$ cat config.mk
export PLATFORM = sky130hd
export DESIGN_NAME = probe_uplink_arbiter
export DESIGN_NICKNAME = d
export VERILOG_FILES = /design/src/rtl/probe_uplink_arbiter.sv
export SDC_FILE = /design/constraint.sdc
export NUM_CORES = 1
export LEC_CHECK = 0
export BUFFER_PORTS_ARGS = -buffer_cell sky130_fd_sc_hd__buf_2
export CELL_PAD_IN_SITES_DETAIL_PLACEMENT = 2
export CELL_PAD_IN_SITES_GLOBAL_PLACEMENT = 2
export CORE_MARGIN = 8
export CORE_UTILIZATION = 30
export CTS_BUF_LIST = sky130_fd_sc_hd__clkbuf_16
export DETAILED_ROUTE_END_ITERATION = 10
export PLACE_DENSITY = 0.75
export SYNTH_ARGS = -nofsm -noshare
export SYNTH_HDL_FRONTEND = slang
export SYNTH_SLANG_ARGS = --single-unit
$ cat constraint.sdc
create_clock -name UCLK -period 5.3 [get_ports UCLK]
set_input_delay 0.53 -clock UCLK [delete_from_list [all_inputs] [get_ports UCLK]]
set_output_delay 0.53 -clock UCLK [all_outputs]
set_load 0.02 [all_outputs]
$ cat src/rtl/probe_uplink_arbiter.sv
// Round-robin packet arbiter merging probe uplink words into one framed 32-bit stream.
// The grant is held for a whole packet; accepted words go through a small FIFO toward the uplink.
module probe_uplink_arbiter #(
   parameter int NumProbes = 4,
   parameter int FifoDepth = 4
) (
   input  logic                      UCLK,
   input  logic                      URST,
   input  logic [NumProbes-1:0]      DATAVALID,
   input  logic [32*NumProbes-1:0]   DATAUP,
   input  logic [NumProbes-1:0]      DELAY,
   output logic [NumProbes-1:0]      ACK,
   output logic                      DELAYOUT,
   output logic [31:0]               OUTDATA,
   output logic                      OUTLAST,
   output logic                      OUTVALID,
   input  logic                      OUTREADY,
   output logic                      ABORT
);

   localparam int GW = (NumProbes > 1) ? $clog2(NumProbes) : 1;
   localparam int AW = $clog2(FifoDepth);

   localparam logic [1:0] ST_IDLE   = 2'd0;
   localparam logic [1:0] ST_HEADER = 2'd1;
   localparam logic [1:0] ST_BODY   = 2'd2;

   logic [1:0]             state_r;
   logic [GW-1:0]          grant_r;
   logic [GW-1:0]          rr_r;
   logic [7:0]             remaining_r;

   logic [2*NumProbes-1:0] rot_s;
   logic [GW:0]            off_s;
   logic [GW:0]            sum_s;
   logic [GW-1:0]          pick_s;
   logic [GW-1:0]          rr_next_s;
   logic                   found_s;

   logic                   sel_valid_s;
   logic [31:0]            sel_data_s;
   logic                   active_s;
   logic                   push_s;
   logic                   pop_s;
   logic                   last_s;
   logic                   fifo_full_s;
   logic                   abort_s;

   logic [32:0]            mem_r [FifoDepth];
   logic [AW-1:0]          wr_ptr_r;
   logic [AW-1:0]          rd_ptr_r;
   logic [AW:0]            count_r;

   assign OUTVALID = (count_r != '0);
   assign OUTDATA  = mem_r[rd_ptr_r][31:0];
   assign OUTLAST  = mem_r[rd_ptr_r][32];

   // Round-robin pick: rotate requests so the pointer lands at bit 0, take the lowest set offset.
   always_comb begin
      rot_s   = {DATAVALID, DATAVALID} >> rr_r;
      off_s   = '0;
      found_s = 1'b0;
      for (int k = NumProbes - 1; k >= 0; k--) begin
         off_s   = rot_s[k] ? (GW+1)'(k) : off_s;
         found_s = found_s | rot_s[k];
      end
      sum_s     = {1'b0, rr_r} + off_s;
      pick_s    = (sum_s >= (GW+1)'(NumProbes)) ? GW'(sum_s - (GW+1)'(NumProbes)) : sum_s[GW-1:0];
      rr_next_s = (grant_r == GW'(NumProbes - 1)) ? '0 : grant_r + GW'(1);
   end

   // Granted-probe datapath; a same-cycle pop frees a slot for the push.
   always_comb begin
      sel_valid_s = DATAVALID[grant_r];
      sel_data_s  = DATAUP[{grant_r, 5'd0} +: 32];
      active_s    = (state_r == ST_HEADER) || (state_r == ST_BODY);
      pop_s       = OUTVALID & OUTREADY;
      fifo_full_s = (count_r == (AW+1)'(FifoDepth)) && !pop_s;
      push_s      = active_s && sel_valid_s && !fifo_full_s;
      abort_s     = active_s && !sel_valid_s;
      last_s      = (state_r == ST_HEADER) ? (sel_data_s[7:0] == 8'd0) : (remaining_r == 8'd1);
      ACK          = '0;
      ACK[grant_r] = push_s;
   end

   // Packet framing state machine; every return to idle moves the pointer past the grant.
   always_ff @(posedge UCLK or posedge URST) begin
      if (URST) begin
         state_r     <= ST_IDLE;
         grant_r     <= '0;
         rr_r        <= '0;
         remaining_r <= 8'd0;
         ABORT       <= 1'b0;
      end else begin
         ABORT <= abort_s;
         case (state_r)
            ST_IDLE: begin
               if (found_s) begin
                  grant_r <= pick_s;
                  state_r <= ST_HEADER;
               end
            end
            ST_HEADER, ST_BODY: begin
               if (abort_s) begin
                  state_r <= ST_IDLE;
                  rr_r    <= rr_next_s;
               end else if (push_s) begin
                  remaining_r <= (state_r == ST_HEADER) ? sel_data_s[7:0] : remaining_r - 8'd1;
                  if (last_s) begin
                     state_r <= ST_IDLE;
                     rr_r    <= rr_next_s;
                  end else begin
                     state_r <= ST_BODY;
                  end
               end
            end
            default: state_r <= ST_IDLE;
         endcase
      end
   end

   // Output FIFO storage and occupancy.
   always_ff @(posedge UCLK or posedge URST) begin
      if (URST) begin
         for (int i = 0; i < FifoDepth; i++) begin
            mem_r[i] <= 33'd0;
         end
         wr_ptr_r <= '0;
         rd_ptr_r <= '0;
         count_r  <= '0;
      end else begin
         if (push_s) begin
            mem_r[wr_ptr_r] <= {last_s, sel_data_s};
            wr_ptr_r        <= wr_ptr_r + AW'(1);
         end
         if (pop_s) begin
            rd_ptr_r <= rd_ptr_r + AW'(1);
         end
         count_r <= count_r + (AW+1)'(push_s) - (AW+1)'(pop_s);
      end
   end

   // Registered summary of the probes' pending-data flags.
   always_ff @(posedge UCLK or posedge URST) begin
      if (URST) begin
         DELAYOUT <= 1'b0;
      end else begin
         DELAYOUT <= |DELAY;
      end
   end

endmodule
Word level (Yosys, flattened, before mapping). Index checks and enable logic that the tools add are counted.

Register bits after elaboration: 155. Input port bits: 139. Output and inout port bits: 40. Logic and storage cells: 91.

Add/subtract/negate cells: 8. Order comparisons: 6. Eq/ne operators: 7. Shift operators: 2. Multiplexer cells: 26. Bitwise gates (word level): 8. Reduce and logical (&&, ||, !) cells: 21.

Operators by type and width (count): $bwmux 132 (1); $shiftx 128x8->32 (1); $mux 33 (3); $bmux 33 s2 (1); $demux 33 s2 (1); $mux 2 (13); $ge 3x3->1 const B (3); $eq 8x1->1 const B (1); $logic_not 8->1 (1); $mux 8 (1); $shr 8x2->4 (1); $sub 8x1->8 const B (1); $add 2x1->2 const B (3); $logic_and 1x1->1 (6); $not 2->3 (2); $reduce_and 3->1 (2); $and 4x4->4 (1); $eq 2x2->1 const B (2); $pmux 2 s2 (1); $reduce_and 2->1 (2); $reduce_bool 2->1 (2); $reduce_or 4->1 (1); $add 2x2->3 (1); $add 3x1->3 (1); 20 further kinds (26).

Longest topological paths before layout.
Word-level depth: 9. Mapped depth: 11. Gate-level depth less buffers: 9.

Worst setup path after synthesis. Ideal clock, no wire load.

Path type: reg-to-reg. From: register count_r[1]. To: register count_r[2]. Library setup time: 0.123 ns. Arrival: 2.215 ns. Required time: 5.177 ns. Path slack: 2.962 ns. Stages on the path, launching flop included: 10. Path buffers: 0. Period minus slack after synthesis: 2.338 ns. Cell sequence: dfrtp_1 > or3_1 > and2_1 > ha_1 > inv_1 > ha_1 > inv_1 > fa_1 > xnor2_1 > xnor2_1.

Word-level cells in the longest chain between the ends: 8. Elaborated cells on any way between the ends: 9. Classes of those cells: add/sub (2); eq/ne (1); bitwise (1); reduce/logical (5).

Ends and longest elaborated chain: start, declared (RTL line 52) `logic [AW:0] count_r;`; start signal, assigned (RTL line 139) `count_r <= count_r + (AW+1)'(push_s) - (AW+1)'(pop_s);`; $reduce_bool 3->1 (*) (RTL line 54) `assign OUTVALID = (count_r != '0);`; net OUTVALID (RTL line 16) `output logic OUTVALID,`; $and 1x1->1 (*) (RTL line 77) `pop_s = OUTVALID & OUTREADY;`; net pop_s (RTL line 44) `logic pop_s;`; $logic_not 1->1 (RTL line 78) `fifo_full_s = (count_r == (AW+1)'(FifoDepth)) && !pop_s;`; $logic_and 1x1->1 (RTL line 78); $logic_not 1->1 (RTL line 79) `push_s = active_s && sel_valid_s && !fifo_full_s;`; $logic_and 1x1->1 (RTL line 79); $add 3x1->3 (RTL line 139); $sub 3x1->3 (*) (RTL line 139).

Mark *: on every way through the listed nets, which the timed path passes. The rest lies on a longest branch. A chain may end at the register's enable or synchronous reset.

Worst setup path in the final report.
From: register grant_r[1]. To: output port ACK[0].

Word-level cells in the longest chain between the ends: 5. Elaborated cells on any way between the ends: 10. Classes of those cells: order compare (2); mux (4); bitwise (1); reduce/logical (3).

Ends and longest elaborated chain: start, declared (RTL line 29) `logic [GW-1:0] grant_r;`; start signal, assigned (RTL line 99) `grant_r <= pick_s;`; $lt 2x3->1 (not written as such), or another cell as far along (RTL line 83) `ACK[grant_r] = push_s;`; $logic_and 1x1->1 (not written as such) or $mux 1 (tied branches) (RTL line 83, 74); $mux 1 (not written as such) or $logic_and 1x1->1 (tied branches) (RTL line 83, 79); $demux 1 s2 or $logic_and 1x1->1 (tied branches) (RTL line 83, 79); $and 4x4->4 (no line) (*); end, declared (RTL line 12) `output logic [NumProbes-1:0] ACK,`.

Mark *: on every way between the ends. The rest lies on a longest branch, timed or not. The select of a mux whose other input is x is not followed.

==> flow_summary_export.csv <==
group,metric,value,unit
outcome,status,"completed",
setup_path,worstSetupPathType,"flip-flop to primary output",
floorplanning,die_w,180,µm
yosys,synth.avg_cell_area,14.5,µm²
setup_path,cp-end-kind,"primary output",
floorplanning,die_h,180,µm
yosys,post-synth-top-count-cell,"dfrtp_1",
clock_network,cts_resized,0,
yosys,synth_top_cell_by_area,"dfrtp_1",
yosys,synthTopCellsByCount,"dfrtp_1 (155), mux2_2 (116), mux4_2 (63)",
clock_network,cts_buffers,17,
cells_and_area,drive_gt1_share,55.0,%
yosys,synth_top_area_share,48.2,%
cells_and_area,final_nets,878,
timing,min_period,3330,ps
clock_network,path_clk_slew,70,ps
pwr,p_leak,4.38,nW
routing,drt_iter0_drc,237,
yosys,synth-seq-cells,155,
clock_network,h-tree-depth,4,
cells_and_area,n_antenna_cell,0,
yosys,synth_ff_type,"dfrtp_1",
timing,slew_headroom,33.3,%
setup_path,r2r_slack,2000,ps
flow_run,cap_viol_max_count,0,
routing,drc,0,
timing,drv_slew,0,
routing,drt_wl_total,22200,µm
floorplanning,start_util,30.2,%
clock_network,cts_root_buf,"clkbuf_16",
cells_and_area,fill_cells,2753,
timing,rsz0062_at_grt,"false",
setup_path,start_kind,"flip-flop",
timing,max_freq,300,MHz
timing,finalHoldViolCount,0,
pwr,ir_drop,432,µV
timing,fin_skew,16.2,ps
setup_path,arrival,2800,ps
grt,grt_max_degree,89,
yosys,yosys_warnings,0,
yosys,synth-edff-count,0,
floorplanning,core_area,0.0267,mm²
grt,grt_use_total,14.1,%
worst_hold_path,min_path_type,"primary input to async pin",
clock_network,postCtsSetupBuffers,0,
timing,fin_crit_sh,62.8,%
yosys,synth_fp_nets,710,
yosys,ys_seq_area_share,48.2,%
place,gp_congestion,0.721,
timing,worst_pin_slew,1000,ps
timing,fin_setup_tns,0,ps
clock_network,hold_buffers,0,
floorplanning,pin_count,179,
clock_network,clock_latency,430,ps
grt,grt_pass1_wl,35900,µm
routing,via_per_inst,5.05,
routing,num_vias,5440,
grt,antenna_found_initial,0,
clock_network,cts.sinks,155,
pwr,power.density,683,mW/mm²
yosys,ys_types,51,
routing,ant_nets,0,
setup_path,cp.required,4770,ps
timing,finalSetupViolCount,0,
grt,grt-ovfl-total,0,
yosys,synth_area,0.00805,mm²
timing,setup_slack,1970,ps
yosys,async_reset_ff_share,100,%
place,port_buffers,178,
place,hpwl,15000,µm
floorplanning,die_area,0.0323,mm²
routing,drt-pass1-iter-count,4,
yosys,synth_cells,555,
floorplanning,rows,60,
setup_path,path_max_fanout,38,
place,dp_slack,1890,ps
grt,first_global_vias,6270,
routing,avgRoutedWirePerCell,20.7,µm
clock_network,clk_path_buf_depth,2,
clock_network,cts_tree,"built",
yosys,synth.area.top_cells,"dfrtp_1 (48%), mux4_2 (18%), mux2_2 (16%)",
cells_and_area,syn_to_final_growth,21.6,%
## cell type report
class                   instances  area [µm²]  share of cell area [%]
well taps                     341         427                    4.36
clock inverters                15         176                    1.80
flip-flops and latches        155        3880                    39.7
multi-input cells             347        3870                    39.5
inverters                      19        76.3                   0.780
repair buffers                183         928                    9.49
clock buffers                  17         425                    4.35
## where the power goes
group / leakage (nW) / internal, W / switching [W]
Clock: 0.294 / 0.000713 / 0.000550
Sequential: 1.87 / 0.00177 / 0.000435
Combinational: 2.22 / 0.00157 / 0.00165
## routing by layer
metal / wire, µm / GRT usage [%]
met2: 10900 / 23.6
met1: 10200 / 18.0
met3: 913 / 3.81
met5: 0 / 0
met4: 180 / 3.13
## worst max-delay path, cell delays in order (launching register included)
cell and delay [ps]:
dfrtp_2 340, buf_4 480, mux4_2 350, nand3_1 330, inv_2 480, and2_1 210, buf_2 170
## stage by stage
step	total power (W)	area [µm²]	hold slack [ps]	instances	util (%)
floorplan	0.00456	8050	444	555	-
detailed placement	0.00551	9190	470	1045	34.5
global route	0.00718	9790	286	1077	36.7
finish	0.00668	9790	284	1077	36.7
CTS	0.00683	9790	280	1077	36.7
global placement	0.00535	9190	459	1045	34.5
## cells in the final DEF, fill, tap and decap left out, drive strengths merged, types with 2 or more instances in the layout
cell type,netlist,final
a21oi,10,10
and2,6,6
and3,2,2
buf,23,183
bufinv,0,2
clkbuf,11,17
clkinvlp,0,2
dfrtp,155,155
ha,15,15
inv,19,29
mux2,118,118
mux4,65,65
nand2,34,34
nand2b,4,4
nand3,3,3
nand4,3,3
nor2,8,8
nor3,7,7
nor4,4,4
o211ai,4,4
o21ai,30,30
o2bb2ai,2,2
or3,5,5
or4,2,2
xnor2,6,6
## worst paths after layout
check | cells past startpoint | startpoint | to
max in group asynchronous | 3 | URST | mem_r[121]
min in group UCLK | 2 | DELAY[2] | DELAYOUT
worst min register to register | 2 | mem_r[131] | mem_r[131]
worst min-delay path | 2 | URST | mem_r[110]
worst max register to register | 6 | grant_r[1] | mem_r[79]
worst max-delay path | 6 | grant_r[1] | ACK[0]
## sequential cells by signal, indices dropped and copies added (netlist names), 2 cells and up
signal,flops
remaining_r,8
rr_r,2
rd_ptr_r,2
wr_ptr_r,2
grant_r,2
count_r,3
mem_r,132
state_r,2
## logic make-up after synthesis
group	count (synthesis)	share of synthesized area [%]
compound gates	59	4.48
xor+xnor	7	0.762
fa+ha+maj	16	2.58
buf+inv	53	3.73
flops	155	48.2
mux	184	34.9
simple gates	81	5.35
Note: power is estimated with default switching activity, not from simulation.
